<file path="config.mk">
export PLATFORM = sky130hd
export DESIGN_NAME = lpddr2_responder
export DESIGN_NICKNAME = d
export VERILOG_FILES = /design/src/rtl/lpddr2_responder.sv
export SDC_FILE = /design/constraint.sdc
export NUM_CORES = 1
export LEC_CHECK = 0
export CORE_AREA = 2 2 117 119
export DETAILED_ROUTE_END_ITERATION = 8
export DIE_AREA = 0 0 119 121
export PLACE_DENSITY = 0.75
export SLEW_MARGIN = 20
export SYNTH_ARGS = -nofsm -noshare
export SYNTH_HDL_FRONTEND = slang
export SYNTH_SLANG_ARGS = --single-unit
</file>
<file path="constraint.sdc">
create_clock -name clk -period 2.2 [get_ports clk]
set_input_delay 0.44 -clock clk [delete_from_list [all_inputs] [get_ports clk]]
set_output_delay 0.44 -clock clk [all_outputs]
set_load 0.05 [all_outputs]
</file>
<file path="src/rtl/lpddr2_responder.sv">
`timescale 1ns / 1ps
`default_nettype none
// ============================================================================
//  Module   : lpddr2_responder
//  Purpose  : Responder for the CPU LPDDR2 request interface. Turns each
//             level-held read/write request into exactly one Avalon-MM
//             transaction on the LPDDR2 controller local port, returns read
//             data, and holds the CPU in stall until the access completes.
//             A one-entry write-through read cache absorbs repeated reads of
//             the same word.
//
//  Ports
//    clk, rst_n         : single clock; asynchronous active-low reset
//    address            : word address from the master
//    write_data         : write data from the master
//    read_req/write_req : level requests (write wins when both are high)
//    read_data          : cached read result (valid whenever stall = 0)
//    stall              : CPU freeze; access completes when a request is
//                         present and stall = 0
//    err                : sticky read-timeout flag
//    avl_*              : Avalon-MM local port of the LPDDR2 controller
//
//  Revision : 1.0  initial release
// ============================================================================
module lpddr2_responder #(
    parameter int ADDR_W  = 27,
    parameter int DATA_W  = 32,
    parameter int TIMEOUT = 1023
) (
    input  logic              clk,
    input  logic              rst_n,
    // CPU memory master side
    input  logic [ADDR_W-1:0] address,
    input  logic [DATA_W-1:0] write_data,
    input  logic              read_req,
    input  logic              write_req,
    output logic [DATA_W-1:0] read_data,
    output logic              stall,
    output logic              err,
    // LPDDR2 controller local port
    input  logic              avl_init_done,
    output logic [ADDR_W-1:0] avl_address,
    output logic              avl_read,
    output logic              avl_write,
    output logic [DATA_W-1:0] avl_writedata,
    input  logic [DATA_W-1:0] avl_readdata,
    input  logic              avl_readdatavalid,
    input  logic              avl_waitrequest
);

    localparam int CNT_W = $clog2(TIMEOUT + 1);

    typedef enum logic [2:0] {
        ST_INIT     = 3'd0,
        ST_IDLE     = 3'd1,
        ST_WR_ISSUE = 3'd2,
        ST_RD_ISSUE = 3'd3,
        ST_RD_WAIT  = 3'd4,
        ST_DONE     = 3'd5
    } state_t;

    state_t            r_state;
    state_t            w_state_next;
    logic              w_stall;
    logic              w_req;
    logic              w_hit;
    logic              w_timeout;
    logic              w_wr_accept;

    logic              r_cache_valid;
    logic [ADDR_W-1:0] r_cache_addr;
    logic [DATA_W-1:0] r_cache_data;
    logic [CNT_W-1:0]  r_tmo_cnt;
    logic              r_err;
    logic              r_avl_read;
    logic              r_avl_write;
    logic [ADDR_W-1:0] r_avl_address;
    logic [DATA_W-1:0] r_avl_writedata;

    assign w_req       = read_req | write_req;
    assign w_hit       = r_cache_valid && (r_cache_addr == address);
    // Counter is zero in the first RD_WAIT cycle, so this fires in the
    // TIMEOUT-th cycle spent waiting for read data.
    assign w_timeout   = (r_tmo_cnt == CNT_W'(TIMEOUT - 1));
    assign w_wr_accept = (r_state == ST_WR_ISSUE) && !avl_waitrequest;

    // ------------------------------------------------------------------
    // State register
    // ------------------------------------------------------------------
    always_ff @(posedge clk or negedge rst_n) begin
        if (!rst_n) begin
            r_state <= ST_INIT;
        end else begin
            r_state <= w_state_next;
        end
    end

    // ------------------------------------------------------------------
    // Next state and stall
    // ------------------------------------------------------------------
    always_comb begin
        w_state_next = r_state;
        w_stall      = 1'b0;
        case (r_state)
            ST_INIT: begin
                w_stall = w_req;
                if (avl_init_done) begin
                    w_state_next = ST_IDLE;
                end
            end
            ST_IDLE: begin
                // Only a clean read hit completes without a controller access.
                w_stall = write_req | (read_req & ~w_hit);
                if (write_req) begin
                    w_state_next = ST_WR_ISSUE;
                end else if (read_req && !w_hit) begin
                    w_state_next = ST_RD_ISSUE;
                end
            end
            ST_WR_ISSUE: begin
                w_stall = w_req;
                if (!avl_waitrequest) begin
                    w_state_next = ST_DONE;
                end
            end
            ST_RD_ISSUE: begin
                w_stall = w_req;
                if (!avl_waitrequest) begin
                    w_state_next = ST_RD_WAIT;
                end
            end
            ST_RD_WAIT: begin
                w_stall = w_req;
                if (avl_readdatavalid || w_timeout) begin
                    w_state_next = ST_DONE;
                end
            end
            ST_DONE: begin
                // Release the CPU for one cycle; the still-present request
                // is deliberately not re-examined here.
                w_stall      = 1'b0;
                w_state_next = ST_IDLE;
            end
            default: begin
                w_stall      = w_req;
                w_state_next = ST_INIT;
            end
        endcase
    end

    // ------------------------------------------------------------------
    // Controller strobes and latched request
    // Strobes are registered from the next state so each is high exactly
    // for the cycles spent in its issue state.
    // ------------------------------------------------------------------
    always_ff @(posedge clk or negedge rst_n) begin
        if (!rst_n) begin
            r_avl_read      <= 1'b0;
            r_avl_write     <= 1'b0;
            r_avl_address   <= '0;
            r_avl_writedata <= '0;
        end else begin
            r_avl_read  <= (w_state_next == ST_RD_ISSUE);
            r_avl_write <= (w_state_next == ST_WR_ISSUE);
            if ((r_state == ST_IDLE) && (w_state_next != ST_IDLE)) begin
                r_avl_address <= address;
                if (write_req) begin
                    r_avl_writedata <= write_data;
                end
            end
        end
    end

    // ------------------------------------------------------------------
    // Read-wait timeout counter: held at zero outside RD_WAIT so it is
    // already clear on entry.
    // ------------------------------------------------------------------
    always_ff @(posedge clk or negedge rst_n) begin
        if (!rst_n) begin
            r_tmo_cnt <= '0;
        end else if (r_state == ST_RD_WAIT) begin
            r_tmo_cnt <= r_tmo_cnt + CNT_W'(1);
        end else begin
            r_tmo_cnt <= '0;
        end
    end

    // ------------------------------------------------------------------
    // One-entry cache and sticky error
    // Writes update the entry (write-through) so a read of the same word
    // right after a write hits. A timed-out read invalidates the entry.
    // ------------------------------------------------------------------
    always_ff @(posedge clk or negedge rst_n) begin
        if (!rst_n) begin
            r_cache_valid <= 1'b0;
            r_cache_addr  <= '0;
            r_cache_data  <= '0;
            r_err         <= 1'b0;
        end else begin
            if (w_wr_accept) begin
                r_cache_valid <= 1'b1;
                r_cache_addr  <= r_avl_address;
                r_cache_data  <= r_avl_writedata;
            end else if (r_state == ST_RD_WAIT) begin
                if (avl_readdatavalid) begin
                    r_cache_valid <= 1'b1;
                    r_cache_addr  <= r_avl_address;
                    r_cache_data  <= avl_readdata;
                end else if (w_timeout) begin
                    r_cache_valid <= 1'b0;
                    r_cache_data  <= '0;
                    r_err         <= 1'b1;
                end
            end
        end
    end

    assign read_data     = r_cache_data;
    assign stall         = w_stall;
    assign err           = r_err;
    assign avl_address   = r_avl_address;
    assign avl_read      = r_avl_read;
    assign avl_write     = r_avl_write;
    assign avl_writedata = r_avl_writedata;

endmodule
`default_nettype wire

</file>
==> summary.md, run 1 <==
• result of the run: complete, but fails checks
• violations in the final reports: negative setup slack
• latest clock arrival within the worst-skew pair: 0.41 ns
• # setup viols final: 30
• Crit path buffers/inverters: 2
• Tcrit/Tclk final: 110.8%
• count of mapped cells out of synthesis: 474
• part of the Yosys area used for sequential elements: 57.87%
• clock tree from TritonCTS: built
• CTS Root Buffer Type: sky130_fd_sc_hd__clkbuf_16
• transition time of the tightest slew-check pin: 0.5556 ns
• buffer levels on the longest clock path: 2
• total nets after synthesis: 574
• crit-path max cell delay: 0.43 ns
• family of cells with the greatest summed delay on the critical path: buffers and inverters
• worst slack after detailed placement: -0.4234 ns
• power density over the cells: 1643 mW/mm²
• die height: 121 µm
• number of distinct standard cells referenced by the synthesized netlist: 37
• Boundary Pins: 193
• Post-DP Area: 0.008104 mm²
• highest-delay cell along the critical path: sky130_fd_sc_hd__clkdlybuf4s50_1
• minimum period implied by the final worst setup slack: 2.438 ns
• sort of element at the start of the critical path: primary input
• CTS buffer count: 17
• mean area per synthesized cell: 12.32 µm²
• slack of the critical path: -0.2378 ns
• required time at the endpoint of the critical path: 1.76 ns
• post-synthesis to final-layout area growth: 48.86%
• number of placement rows: 42
• cells along the critical path: clkdlybuf4s50_1, xor2_1, nor4_1, nand3_2, o21bai_1, a31oi_1, buf_4
• via count: 4432
• Worst setup EP type: primary output
• Clk pin slew, worst setup/hold paths: 0.05 ns
• largest net degree at the start of global routing: 59
• Worst Path Class, Setup: primary input to primary output
• deepest level of the CTS H-tree: 4
• area enclosed by the die boundary: 0.01440 mm²
• layout cell share with drive strength beyond 1: 21.15%
• min-delay worst type: primary input to flip-flop
• max_cap viols: 0
• antenna violations before repair: 0
• count of buffers inserted at the top-level ports: 192
• leakage power: 3.787 nW
• vias in the first global route: 4715
• unrepaired setup endpoints after global routing: yes
• final instance area: 0.008691 mm²
• Max Fanout on Critical Path: 2
• die outline width: 119 µm
• number of iterations in the first detailed-routing pass: 6
• Starting Density: 44.62%
• average vias per placed instance: 5.088
• core region area: 0.01309 mm²
• f_max: 0.4102 GHz
• Final nets: 784
• core occupancy in the finished layout: 66.42%
• routability-driven placement congestion ratio: 0.7790
• Antenna diodes: 0
• final routed wire length divided by cell count: 17.13 µm
• number of remaining DRC errors: 0
• maximum ir drop on the vdd rail: 0.9029 mV
• total number of clock tree sinks: 135
• number of pins exceeding their max-slew limit in the final report: 0
• Detailed Route WL: 14.92 mm
• total global routing overflow: 0
• Syn Std Cell Area: 0.005838 mm²
• wire length of the first global-routing pass: 24.30 mm
• DR iter-0 viols: 203
• detailed placer's ending HPWL: 10.67 mm
• number of synthesized register bits: 135
• worst clock skew: 0.003901 ns
• number of nets still failing antenna checks after routing: 0
• Hold Fails Final Rpt: 0
• worst slew margin relative to its limit: 62.84%
• Worst Path Arrival: 2.00 ns
• Ys Warns: 0
• global router's overall resource usage: 21.75%
==> layout by cell type, fill, tap and decap left out, drive strengths merged, types with 3 or more instances in the layout <==
master / synthesis / layout
clkbuf: 8 / 27
mux2: 86 / 86
xnor2: 3 / 3
nor4: 7 / 7
nand2: 36 / 36
and3: 35 / 35
clkdlybuf4s50: 0 / 174
a21oi: 34 / 34
buf: 18 / 26
dfrtp: 135 / 135
inv: 3 / 3
nand3: 6 / 6
xor2: 32 / 32
nor2: 14 / 14
clkinv: 0 / 3
dlygate4sd2: 0 / 16
o21ai: 33 / 33
nor2b: 3 / 3
==> per-layer routing <==
| layer | track usage (%) | wire length (µm) | vias up |
|---|---|---|---|
| met3 | 7.566 | 1187 | 22 |
| met5 | 0 | 0 | - |
| met2 | 35.70 | 7058 | 183 |
| met1 | 26.69 | 6362 | 2146 |
| met4 | 7.813 | 314 | 0 |
| li1 | - | - | 2081 |
==> state kept, by name, summed over array words and instances, names as in the netlist <==
register       flops
err                1
avl_address       27
avl_write          1
read_data         32
r_state            3
r_tmo_cnt         10
r_cache_valid      1
avl_read           1
r_cache_addr      27
avl_writedata     32
==> cells in the mapped netlist <==
cell                       number  area [µm²]
sky130_fd_sc_hd__nor2b_1        3       18.77
sky130_fd_sc_hd__or3_1          1       6.260
sky130_fd_sc_hd__buf_4          1       7.510
sky130_fd_sc_hd__nor3b_1        1       7.510
sky130_fd_sc_hd__nand3_1        6       30.03
sky130_fd_sc_hd__o21ai_0        2       10.01
sky130_fd_sc_hd__nor3_1         1       5.000
sky130_fd_sc_hd__mux2_2        83       934.7
sky130_fd_sc_hd__nand3b_1       2       15.01
sky130_fd_sc_hd__clkbuf_2       4       20.02
sky130_fd_sc_hd__mux2_1         3       33.78
sky130_fd_sc_hd__nand2_1       36       135.1
sky130_fd_sc_hd__o22ai_1        1       6.260
sky130_fd_sc_hd__ha_1           2       25.02
sky130_fd_sc_hd__a31oi_1        2       12.51
sky130_fd_sc_hd__inv_1          3       11.26
sky130_fd_sc_hd__a21oi_2        1       8.760
sky130_fd_sc_hd__nor4b_4        1       23.77
sky130_fd_sc_hd__or2_1          1       6.260
sky130_fd_sc_hd__nor2_2         1       6.260
sky130_fd_sc_hd__or3b_1         2       17.52
sky130_fd_sc_hd__buf_2         12       60.06
sky130_fd_sc_hd__dfrtp_1      135        3378
sky130_fd_sc_hd__nand2b_1       1       6.260
sky130_fd_sc_hd__o21bai_1       2       15.01
sky130_fd_sc_hd__a21oi_1       33       165.2
sky130_fd_sc_hd__buf_6          5       56.30
sky130_fd_sc_hd__a21boi_0       1       7.510
sky130_fd_sc_hd__clkbuf_1       4       15.01
sky130_fd_sc_hd__nand4_1        2       12.51
sky130_fd_sc_hd__nor4_1         7       43.79
sky130_fd_sc_hd__o21ai_1       31       155.2
sky130_fd_sc_hd__xnor2_1        3       26.28
sky130_fd_sc_hd__and3_1        35       219.0
sky130_fd_sc_hd__xor2_1        32       280.3
sky130_fd_sc_hd__nor2_1        13       48.80
sky130_fd_sc_hd__a21o_1         1       7.510
==> report_power, final <==
part / internal [mW] / switching [mW] / total, mW
registers: 3.58 / 0.779 / 4.36
clock network: 1.60 / 0.947 / 2.55
logic: 2.95 / 4.43 / 7.37
==> layout make-up <==
class	instances	area [µm²]
clock buffer	27	523.0
clock inverter	3	15.01
fill	961	4394
inverter	3	11.26
multi-input combinational	310	2352
sequential	135	3378
tap	176	220.2
timing repair buffer	217	2191
==> cell families after synthesis <==
kind of cell | Yosys count | synth area share (%)
adder cells (fa/ha/maj) | 2 | 0.4286
XOR/XNOR | 35 | 5.251
AO/OA/AOI/OAI | 74 | 6.644
multiplexers | 86 | 16.59
AND/OR/NAND/NOR | 113 | 10.31
buffers and inverters | 29 | 2.915
flip-flops | 135 | 57.87
==> path summary, 6_finish.rpt <==
check / start / slack (ns) / cells past startpoint / endpoint
worst max-delay path: address[25] / -0.24 / 7 / stall
worst min-delay path: address[18] / 0.43 / 2 / avl_address[18]$_DFFE_PN0P_
worst max register to register: r_cache_addr[20]$_DFFE_PN0P_ / -0.12 / 9 / avl_address[1]$_DFFE_PN0P_
worst min register to register: err$_DFFE_PN0P_ / 0.45 / 1 / err$_DFFE_PN0P_
max in group asynchronous: rst_n / 1.08 / 3 / avl_address[12]$_DFFE_PN0P_
min in group asynchronous: rst_n / 0.48 / 2 / read_data[27]$_DFFE_PN0P_
==> per-stage QoR <==
step,TNS [ns],power (mW),hold WS (ns),instances
3_5_place_dp,-17.62,11.76,0.3339,837
5_1_grt,-7.352,15.00,0.4285,871
6_report,-4.163,14.28,0.4279,871
4_1_cts,-2.597,14.40,0.4112,871
2_1_floorplan,0,9.103,0.1444,474
3_3_place_gp,-13.67,11.59,0.3333,837
==> repair_timing <==
| action | 4_1_cts | 5_1_grt |
|---|---|---|
| resized for setup | 20 | 2 |
| hold endpoints to repair | 27 | 0 |
| pin swaps | 11 | 5 |
| buffers inserted | 3 | 0 |
| setup endpoints to repair | 1 | 31 |
| hold buffers | 1 | 0 |
(Power assumes the default switching activity.)
==> run 2: changes to the inputs <==
==> constraint.sdc (replaced) <==
create_clock -name clk -period 2.9 [get_ports clk]
set_input_delay 0.58 -clock clk [delete_from_list [all_inputs] [get_ports clk]]
set_output_delay 0.58 -clock clk [all_outputs]
set_load 0.05 [all_outputs]
==> summary.md, run 2 (same netlist as run 1, synthesis figures left out) <==
• maximum ir drop on the vdd rail: 0.7385 mV
• total global routing overflow: 0
• number of pins exceeding their max-slew limit in the final report: 0
• clock power share: 17.8%
• min-delay worst type: primary input to asynchronous set/reset pin
• count of buffers inserted at the top-level ports: 192
• transition time of the tightest slew-check pin: 0.5907 ns
• buffer levels on the longest clock path: 2
• latest clock arrival within the worst-skew pair: 0.41 ns
• unrepaired setup endpoints after global routing: no
• antenna violations before repair: 0
• Worst setup startpoint: address[16]
• crit-path max cell delay: 0.44 ns
• layout cell share with drive strength beyond 1: 18.82%
• most frequent cells in the layout: sky130_fd_sc_hd__clkdlybuf4s50_1 (190), sky130_fd_sc_hd__dfrtp_1 (135), sky130_fd_sc_hd__mux2_2 (83)
• Starting Density: 44.62%
• CTS Root Buffer Type: sky130_fd_sc_hd__clkbuf_16
• deepest level of the CTS H-tree: 4
• die outline width: 119 µm
• leakage power: 3.658 nW
• average vias per placed instance: 5.118
• family of cells with the greatest summed delay on the critical path: buffers and inverters
• DR iter-0 viols: 216
• f_max: 0.3588 GHz
• Worst Path Arrival: 2.21 ns
• global router's overall resource usage: 20.98%
• area enclosed by the die boundary: 0.01440 mm²
• required time at the endpoint of the critical path: 2.32 ns
• commonest non-fill, non-tap cell in the layout: sky130_fd_sc_hd__clkdlybuf4s50_1
• number of iterations in the first detailed-routing pass: 7
• core occupancy in the finished layout: 65.05%
• post-synthesis to final-layout area growth: 45.80%
• # setup viols final: 0
• quantity of gates resized following cts: 0
• number of setup buffers added after CTS: 0
• Final nets: 769
• Worst Path Class, Setup: primary input to primary output
• routability-driven placement congestion ratio: 0.8176
• Clk pin slew, worst setup/hold paths: 0.05 ns
• net switching power of the design: 4.636 mW
• core region area: 0.01309 mm²
• Hold Buf Count CTS: 0
• number of remaining DRC errors: 0
• Crit path buffers/inverters: 2
• Tcrit/Tclk final: 96.11%
• power density over the cells: 1255 mW/mm²
• worst clock skew: 0.006077 ns
• startpoint of the worst-slack reg-to-reg timing path: r_state[0]$_DFF_PN0_
• largest net degree at the start of global routing: 65
• die height: 121 µm
• wire length of the first global-routing pass: 23.56 mm
• Boundary Pins: 193
• # placed instances: 826
• total number of clock tree sinks: 135
• Worst setup EP type: primary output
• clock tree from TritonCTS: built
• worst slew margin relative to its limit: 60.62%
• minimum period implied by the final worst setup slack: 2.787 ns
• Detailed Route WL: 14.50 mm
• cells along the critical path: clkdlybuf4s50_1, xor2_1, nor4_1, nand4_1, o21bai_1, a31oi_1, buf_4
• final std cells w/o fill: 856
• number of nets still failing antenna checks after routing: 0
• Max Fanout on Critical Path: 2
• vias in the first global route: 4500
• CTS buffer count: 17
• internal power: 6.049 mW
• detailed placer's ending HPWL: 10.15 mm
• Setup TNS: 0 ns
• max_cap viols: 0
• via count: 4381
• Antenna diodes: 0
• Switching Share: 43.39%
• result of the run: finished clean
• final routed wire length divided by cell count: 16.94 µm
• number of placement rows: 42
• power share of the combinational group: 51.1%
• sequential power share: 31.0%
• Hold Fails Final Rpt: 0
• highest-delay cell along the critical path: sky130_fd_sc_hd__clkdlybuf4s50_1
• sort of element at the start of the critical path: primary input
## run 2: changes by cell type in the layout (fill, tap and decap cells not counted), sizes merged
cell           previous run  this run
clkbuf                   27        25
clkdlybuf4s50           174       190
dlygate4sd2              16         0
buf                      26        12
clkinv                    3         4
bufinv                    0         1
dlygate4sd3               1         0
## run 2: per-stage QoR
step / total power [mW] / setup slack, ns / instance area, µm² / hold slack, ns
2_1_floorplan: 6.906 / 0.5519 / 5838 / 0.2844
3_3_place_gp: 8.690 / 0.05016 / 7971 / 0.4502
3_5_place_dp: 8.804 / 0.02773 / 7971 / 0.4566
4_1_cts: 10.76 / 0.02371 / 8487 / 0.1475
5_1_grt: 11.21 / 0.01695 / 8512 / 0.1742
6_report: 10.69 / 0.1128 / 8512 / 0.1378
## run 2: layout make-up
type | count | area, µm²
Fill cell | 1009 | 4573
Tap cell | 176 | 220.2
Timing Repair Buffer | 202 | 2046
Inverter | 3 | 11.26
Clock inverter | 5 | 50.05
Multi-Input combinational cell | 310 | 2341
Clock buffer | 25 | 465.4
Sequential cell | 135 | 3378
## run 2: worst paths after layout
check	endpoint	slack, ns	cells past startpoint
hold / removal	avl_writedata[29]$_DFFE_PN0P_	0.14	1
setup / recovery	stall	0.11	7
setup reg to reg	read_data[0]$_DFFE_PN0P_	0.57	6
min in group clk	err$_DFFE_PN0P_	0.46	1
hold reg to reg	err$_DFFE_PN0P_	0.46	1
max in group asynchronous	r_cache_addr[6]$_DFFE_PN0P_	1.95	2
## run 2: power groups by stage
stage	clock, mW	combinational [mW]	sequential [mW]
2_1_floorplan	0	1.63	5.28
3_3_place_gp	0	5.40	3.29
3_5_place_dp	0	5.46	3.34
4_1_cts	1.95	5.48	3.32
5_1_grt	2.04	5.75	3.42
6_report	1.90	5.46	3.32
## run 2: metal layers
layer / track usage (%) / wire (µm)
met1: 27.03 / 6266
met2: 33.55 / 6926
met3: 7.143 / 1118
met4: 6.622 / 192
met5: 0 / 0
==> variant 1 (flow settings as in run 2) <==
Re-encode `state_t` (6 states) as one-hot, 6 bits wide.
--- a/src/rtl/lpddr2_responder.sv
+++ b/src/rtl/lpddr2_responder.sv
@@ -51,11 +51,11 @@
     localparam int CNT_W = $clog2(TIMEOUT + 1);
 
-    typedef enum logic [2:0] {
-        ST_INIT     = 3'd0,
-        ST_IDLE     = 3'd1,
-        ST_WR_ISSUE = 3'd2,
-        ST_RD_ISSUE = 3'd3,
-        ST_RD_WAIT  = 3'd4,
-        ST_DONE     = 3'd5
+    typedef enum logic [5:0] {
+        ST_INIT     = 6'b000001,
+        ST_IDLE     = 6'b000010,
+        ST_WR_ISSUE = 6'b000100,
+        ST_RD_ISSUE = 6'b001000,
+        ST_RD_WAIT  = 6'b010000,
+        ST_DONE     = 6'b100000
     } state_t;
 
Check against the original RTL: no difference found for any inputs over 4 cycles, from zero or initial values and one cycle with rst_n low; so few cycles prove little.
==> variant 1 against run 2 <==
- hold slack got worse by 0.038 ns
- setup slack got worse by 0.022 ns
- register-to-register slack got worse by 0.12 ns
- clock skew rose by 0.0012 ns
- highest routed layer unchanged
- routed wire length rose by 7.1%
- sequential cell count rose by 3
- synthesized cell count rose by 6.3%
- design area rose by 5.3%
- core utilization rose by 3.4 points
- area after synthesis rose by 6.1%
- sequential power barely moved
- largest cell class unchanged
- power rose by 3.0%
- via count rose by 6.4%
==> variant 1: results (changes against run 2) <==
Status -> completed (unchanged)
Mapped Nets -> 604 (was 574)
P_leak -> 3.84 nW (was 3.66 nW)
Routability congestion estimate -> 0.806 (was 0.818)
Via Count -> 4663 (was 4381)
Share of layout cells above drive strength 1 -> 21.1% (was 18.8%)
First-pass GRT wire length -> 25.0 mm (was 23.6 mm)
Final nets -> 801 (was 769)
R2R Path Start -> r_state[1]$_DFF_PN0_ (was r_state[0]$_DFF_PN0_)
Cell variety after synth -> 49 (was 37)
DRT Pass-1 Iters -> 4 (was 7)
Power share of the sequential group -> 30.2% (was 31.0%)
CTS clk-pin slew, worst paths -> 0.06 ns
Peak supply drop -> 695 uV (was 738 uV)
Worst-case clock skew -> 0.00725 ns (was 0.00608 ns)
Synth area leaders -> dfrtp_1 55%, mux2_2 12%, mux2_4 4.8%, xnor2_1 4.0%, a31oi_1 3.2% (was dfrtp_1 58%, mux2_2 16%, xor2_1 4.8%, and3_1 3.8%, a21oi_1 2.8%)
R2r setup slk -> 0.45 ns (was 0.57 ns)
Area after DPL -> 0.00830 mm^2 (was 0.00797 mm^2)
Reg2reg end -> r_cache_addr[13]$_DFFE_PN0P_ (was read_data[0]$_DFFE_PN0P_)
Detailed Route WL -> 15.5 mm (was 14.5 mm)
Dominant synthesized flop cell -> dfrtp_1 (unchanged)
Average cell area after synthesis -> 12.3 um^2 (about the same)
Inst Count DP -> 857 (was 826)
Overall Global Routing Usage -> 22.2% (was 21.0%)
Post-synth top cells -> 137 x dfrtp_1, 67 x mux2_2, 44 x nor2_1 (was 135 x dfrtp_1, 83 x mux2_2, 36 x nand2_1)
Clock buffer depth -> 2 (unchanged)
Largest net degree at the start of global routing -> 51 (was 65)
Rel. slew slack -> 36.4% (was 60.6%)
CTS Buf Count -> 17 (unchanged)
Synth warn -> 0 (unchanged)
Clk Latency, worst-skew pair -> 0.41 ns (about the same)
Worst EP arrival -> 2.23 ns (was 2.21 ns)
CTS H-tree depth -> 4 (unchanged)
Reg2Reg Depth -> 5 (was 6)
HPWL after detailed placement -> 11.1 mm (was 10.1 mm)
FILL cells -> 921 (was 1009)
Seq/Total Area, Yosys -> 55.8% (was 57.9%)
Asr flop ratio synth -> 100% (unchanged)
DRT iter0 DRCs -> 288 (was 216)
Drt wl/cell -> 17.5 um (was 16.9 um)
Critical-path maximum fanout -> 2 (unchanged)
Net Sw Power -> 4.62 mW (was 4.64 mW)
Vias in the first global route -> 4762 (was 4500)
Worst hold path class -> in -> async (unchanged)
-- variant 1: cell count changes in the layout (fill, tap and decap cells not counted), moves of 16 or more --
cell	delta
and3_1	-33
nand3_1	+32
nor2_1	+32
a31oi_1	+30
o21ai_1	-30
a21oi_1	-27
xor2_1	-26
xnor2_1	+25
mux2_4	+20
mux2_2	-16
-- variant 1: critical path, cell delays in order --
cell and delay [ns]:
clkdlybuf4s50_1 0.50, xnor2_1 0.14, nand4_1 0.18, nor4_4 0.35, and3_2 0.23, nor3_1 0.05, buf_4 0.20
-- variant 1: cells by family after synthesis --
kind of cell,Yosys count,share of synthesized area [%]
AND/OR/NAND/NOR,154,12.5
flip-flops,138,55.8
multiplexers,87,17.0
AO/OA/AOI/OAI,56,6.28
XOR/XNOR,34,4.81
buffers and inverters,33,3.19
adder cells (fa/ha/maj),2,0.404
-- variant 1: through the flow --
stage          setup TNS [ns]  hold slack, ns  setup WS (ns)  power (mW)
2_1_floorplan               0           0.284         0.0414        6.84
3_3_place_gp          -0.0307           0.447        -0.0307        8.59
3_5_place_dp           -0.152           0.460        -0.0462        8.70
4_1_cts                     0           0.108         0.0232        11.1
5_1_grt                     0           0.119       0.000215        11.5
6_report                    0          0.0995         0.0911        11.0
-- variant 1: metal layers --
layer,track usage (%),share of wire (%),up-vias
li1,-,-,2170
met1,28.2,43,2292
met2,35.9,48,177
met3,6.77,6.9,24
met4,8.56,2.1,0
met5,0,0,-
-- variant 1: power by group through the flow --
| stage | clock network [mW] | registers, mW | logic, mW |
|---|---|---|---|
| final | 2.36 | 3.33 | 5.33 |
| after global routing | 2.49 | 3.44 | 5.56 |
| after CTS | 2.40 | 3.33 | 5.37 |
| after detailed placement | 0 | 3.35 | 5.35 |
| after global placement | 0 | 3.31 | 5.28 |
| after floorplan | 0 | 5.44 | 1.41 |
-- variant 1: worst max path at each step --
stage | from | to | cells after the start
after floorplan | r_state[0]$_DFF_PN1_ | stall | 6
after CTS | address[21] | stall | 7
after global placement | address[21] | stall | 7
after detailed placement | address[22] | stall | 7
final | address[24] | stall | 7
after global routing | address[16] | stall | 7
-- variant 1: what timing repair did --
item,in CTS,in global routing
setup endpoints to repair,1,1
gates cloned,0,0
pin swaps,0,2
gates resized for setup,1,0
buffers inserted,0,1
hold endpoints to repair,0,0
-- variant 1: final cells by class --
class,instances,area (um^2),share of cell area [%]
clock buffers,19,443,4.94
clock inverters,13,199,2.22
inverters,4,15.0,0.168
multi-input cells,333,2560,28.5
flip-flops and latches,138,3450,38.6
well taps,176,220,2.46
repair buffers,207,2070,23.1
==> variant 2 (flow settings as in run 2) <==
Without the edit above. Set the parameter `TIMEOUT` to 4092 (it was 1023).
--- a/src/rtl/lpddr2_responder.sv
+++ b/src/rtl/lpddr2_responder.sv
@@ -26,5 +26,5 @@
     parameter int ADDR_W  = 27,
     parameter int DATA_W  = 32,
-    parameter int TIMEOUT = 1023
+    parameter int TIMEOUT = 4092
 ) (
     input  logic              clk,
Check against the original RTL: same outputs for any inputs over 4 cycles, from zero or initial values and one cycle with rst_n low; that may be too few to reach the edited logic, so the function may still have changed.
==> variant 2 against run 2 <==
- register-to-register slack better by 0.03 ns
- synthesized cell count rose by 2.5%
- global-route usage is 0.61 points higher
- via count grew 2.7%
- die area stayed put
- power rose by 6.2%
- area after synthesis increased by 1.5%
- routed wire length increased by 2.4%
- sequential share of layout area shrank 0.37 points
- combinational power grew 4.9%
- setup slack got worse by 0.019 ns
- design area grew 2.4%
- sequential cell count is 2 higher
==> variant 2: results (changes against run 2) <==
Status -> completed (unchanged)
Vias in the first global route -> 4711 (was 4500)
Critical-path maximum fanout -> 2 (unchanged)
Buffers on Ports -> 192 (unchanged)
Final nets -> 786 (was 769)
Post-synth top cells -> 137 x dfrtp_1, 75 x mux2_2, 43 x nand2_1 (was 135 x dfrtp_1, 83 x mux2_2, 36 x nand2_1)
CTS Buf Count -> 17 (unchanged)
ANT cells -> 0 (unchanged)
Top cell family by delay on the critical path -> buffers and inverters (unchanged)
Clock buffer depth -> 2 (unchanged)
Peak supply drop -> 737 uV (was 738 uV)
Mapped Nets -> 585 (was 574)
Share of layout cells above drive strength 1 -> 18.9% (was 18.8%)
Worst EP arrival -> 2.23 ns (was 2.21 ns)
Cell variety after synth -> 38 (was 37)
Largest net degree at the start of global routing -> 79 (was 65)
Routability congestion estimate -> 0.826 (was 0.818)
Crit-path slowest cell -> clkdlybuf4s50_1 (unchanged)
Drt wl/cell -> 17.0 um (was 16.9 um)
CTS clk-pin slew, worst paths -> 0.05 ns (about the same)
Clock Root Buffer -> clkbuf_16 (unchanged)
First-pass GRT wire length -> 24.2 mm (was 23.6 mm)
Worst-case clock skew -> 0.00960 ns (was 0.00608 ns)
Dominant synthesized flop cell -> dfrtp_1 (unchanged)
Worst hold path class -> in -> async (unchanged)
Antenna violations before repair -> 0 (unchanged)
R2R Path Start -> r_tmo_cnt[6]$_DFF_PN0_ (was r_state[0]$_DFF_PN0_)
Synth top area share -> 57.9% (about the same)
Synth warn -> 0 (unchanged)
Area after DPL -> 0.00808 mm^2 (was 0.00797 mm^2)
DRT iter0 DRCs -> 258 (was 216)
CP Launch Point -> address[11] (was address[16])
HPWL after detailed placement -> 10.4 mm (was 10.1 mm)
DRT Pass-1 Iters -> 4 (was 7)
Vias per std cell -> 5.14 (was 5.12)
Synth area leaders -> dfrtp_1 58%, mux2_2 14%, xor2_1 4.9%, and3_1 3.6%, a21oi_1 2.9% (was dfrtp_1 58%, mux2_2 16%, xor2_1 4.8%, and3_1 3.8%, a21oi_1 2.8%)
CTS H-tree depth -> 4 (unchanged)
Slew @ Worst Pin -> 0.987 ns (was 0.591 ns)
Overall Global Routing Usage -> 21.6% (was 21.0%)
CP max stage delay -> 0.45 ns
Asr flop ratio synth -> 100% (unchanged)
Seq/Total Area, Yosys -> 57.9% (about the same)
P_leak -> 3.74 nW (was 3.66 nW)
Clk Latency, worst-skew pair -> 0.42 ns
==> variant 2: cell count changes after synthesis, moves of 3 or more <==
cell / change
clkbuf_1: +5
clkbuf_2: -4
mux2_1: +8
mux2_2: -8
nand2_1: +7
nor2_1: +3
==> variant 2: cells by family after synthesis <==
logic type,share of synthesized area [%]
adders and majority gates,0.211
xor gates and xnor gates,5.32
DFF,57.9
buffers and inverters,2.64
and+or+nand+nor,10.7
AOI/OAI and AO/OA,6.93
muxes,16.3
==> variant 2: routing by layer <==
metal,vias to the layer above,global-route usage (%),share of wire [%]
li1,2104,-,-
met2,200,35.1,47
met1,2166,26.5,43
met4,0,9.08,2.0
met5,-,0,0
met3,30,7.24,8.4
==> variant 2: path summary, 6_finish.rpt <==
| path | to | slack (ns) | depth (start not counted) |
|---|---|---|---|
| hold reg to reg | r_tmo_cnt[0]$_DFF_PN0_ | 0.46 | 1 |
| min in group clk | avl_address[16]$_DFFE_PN0P_ | 0.46 | 2 |
| max in group asynchronous | avl_writedata[9]$_DFFE_PN0P_ | 2.02 | 2 |
| setup reg to reg | read_data[29]$_DFFE_PN0P_ | 0.60 | 6 |
| setup / recovery | stall | 0.09 | 7 |
| hold / removal | avl_writedata[14]$_DFFE_PN0P_ | 0.18 | 1 |
==> variant 2: per-stage QoR <==
step           setup WS, ns  cells
4_1_cts             0.00237    875
2_1_floorplan         0.552    486
5_1_grt             0.00920    876
3_5_place_dp         0.0198    843
3_3_place_gp         0.0276    843
6_report             0.0939    876
==> variant 2: cell type report <==
cell class	count	area, um^2
Multi-Input combinational cell	320	2370
Clock inverter	12	175
Timing Repair Buffer	208	2070
Fill cell	985	4370
Inverter	3	11.3
Clock buffer	20	437
Sequential cell	137	3430
Tap cell	176	220
==> variant 2: where the power goes <==
group / internal (mW) / switching, mW
logic: 2.20 / 3.52
clock network: 1.43 / 0.786
registers: 2.79 / 0.615
total: 6.43 / 4.92
==> variant 2: repair_timing <==
action | in CTS | in global routing
pin swaps | 1 | 2
gates resized for setup | 0 | 5
endpoints found under the setup margin | 1 | 1
hold endpoints to repair | 0 | 0
buffers inserted | 0 | 1
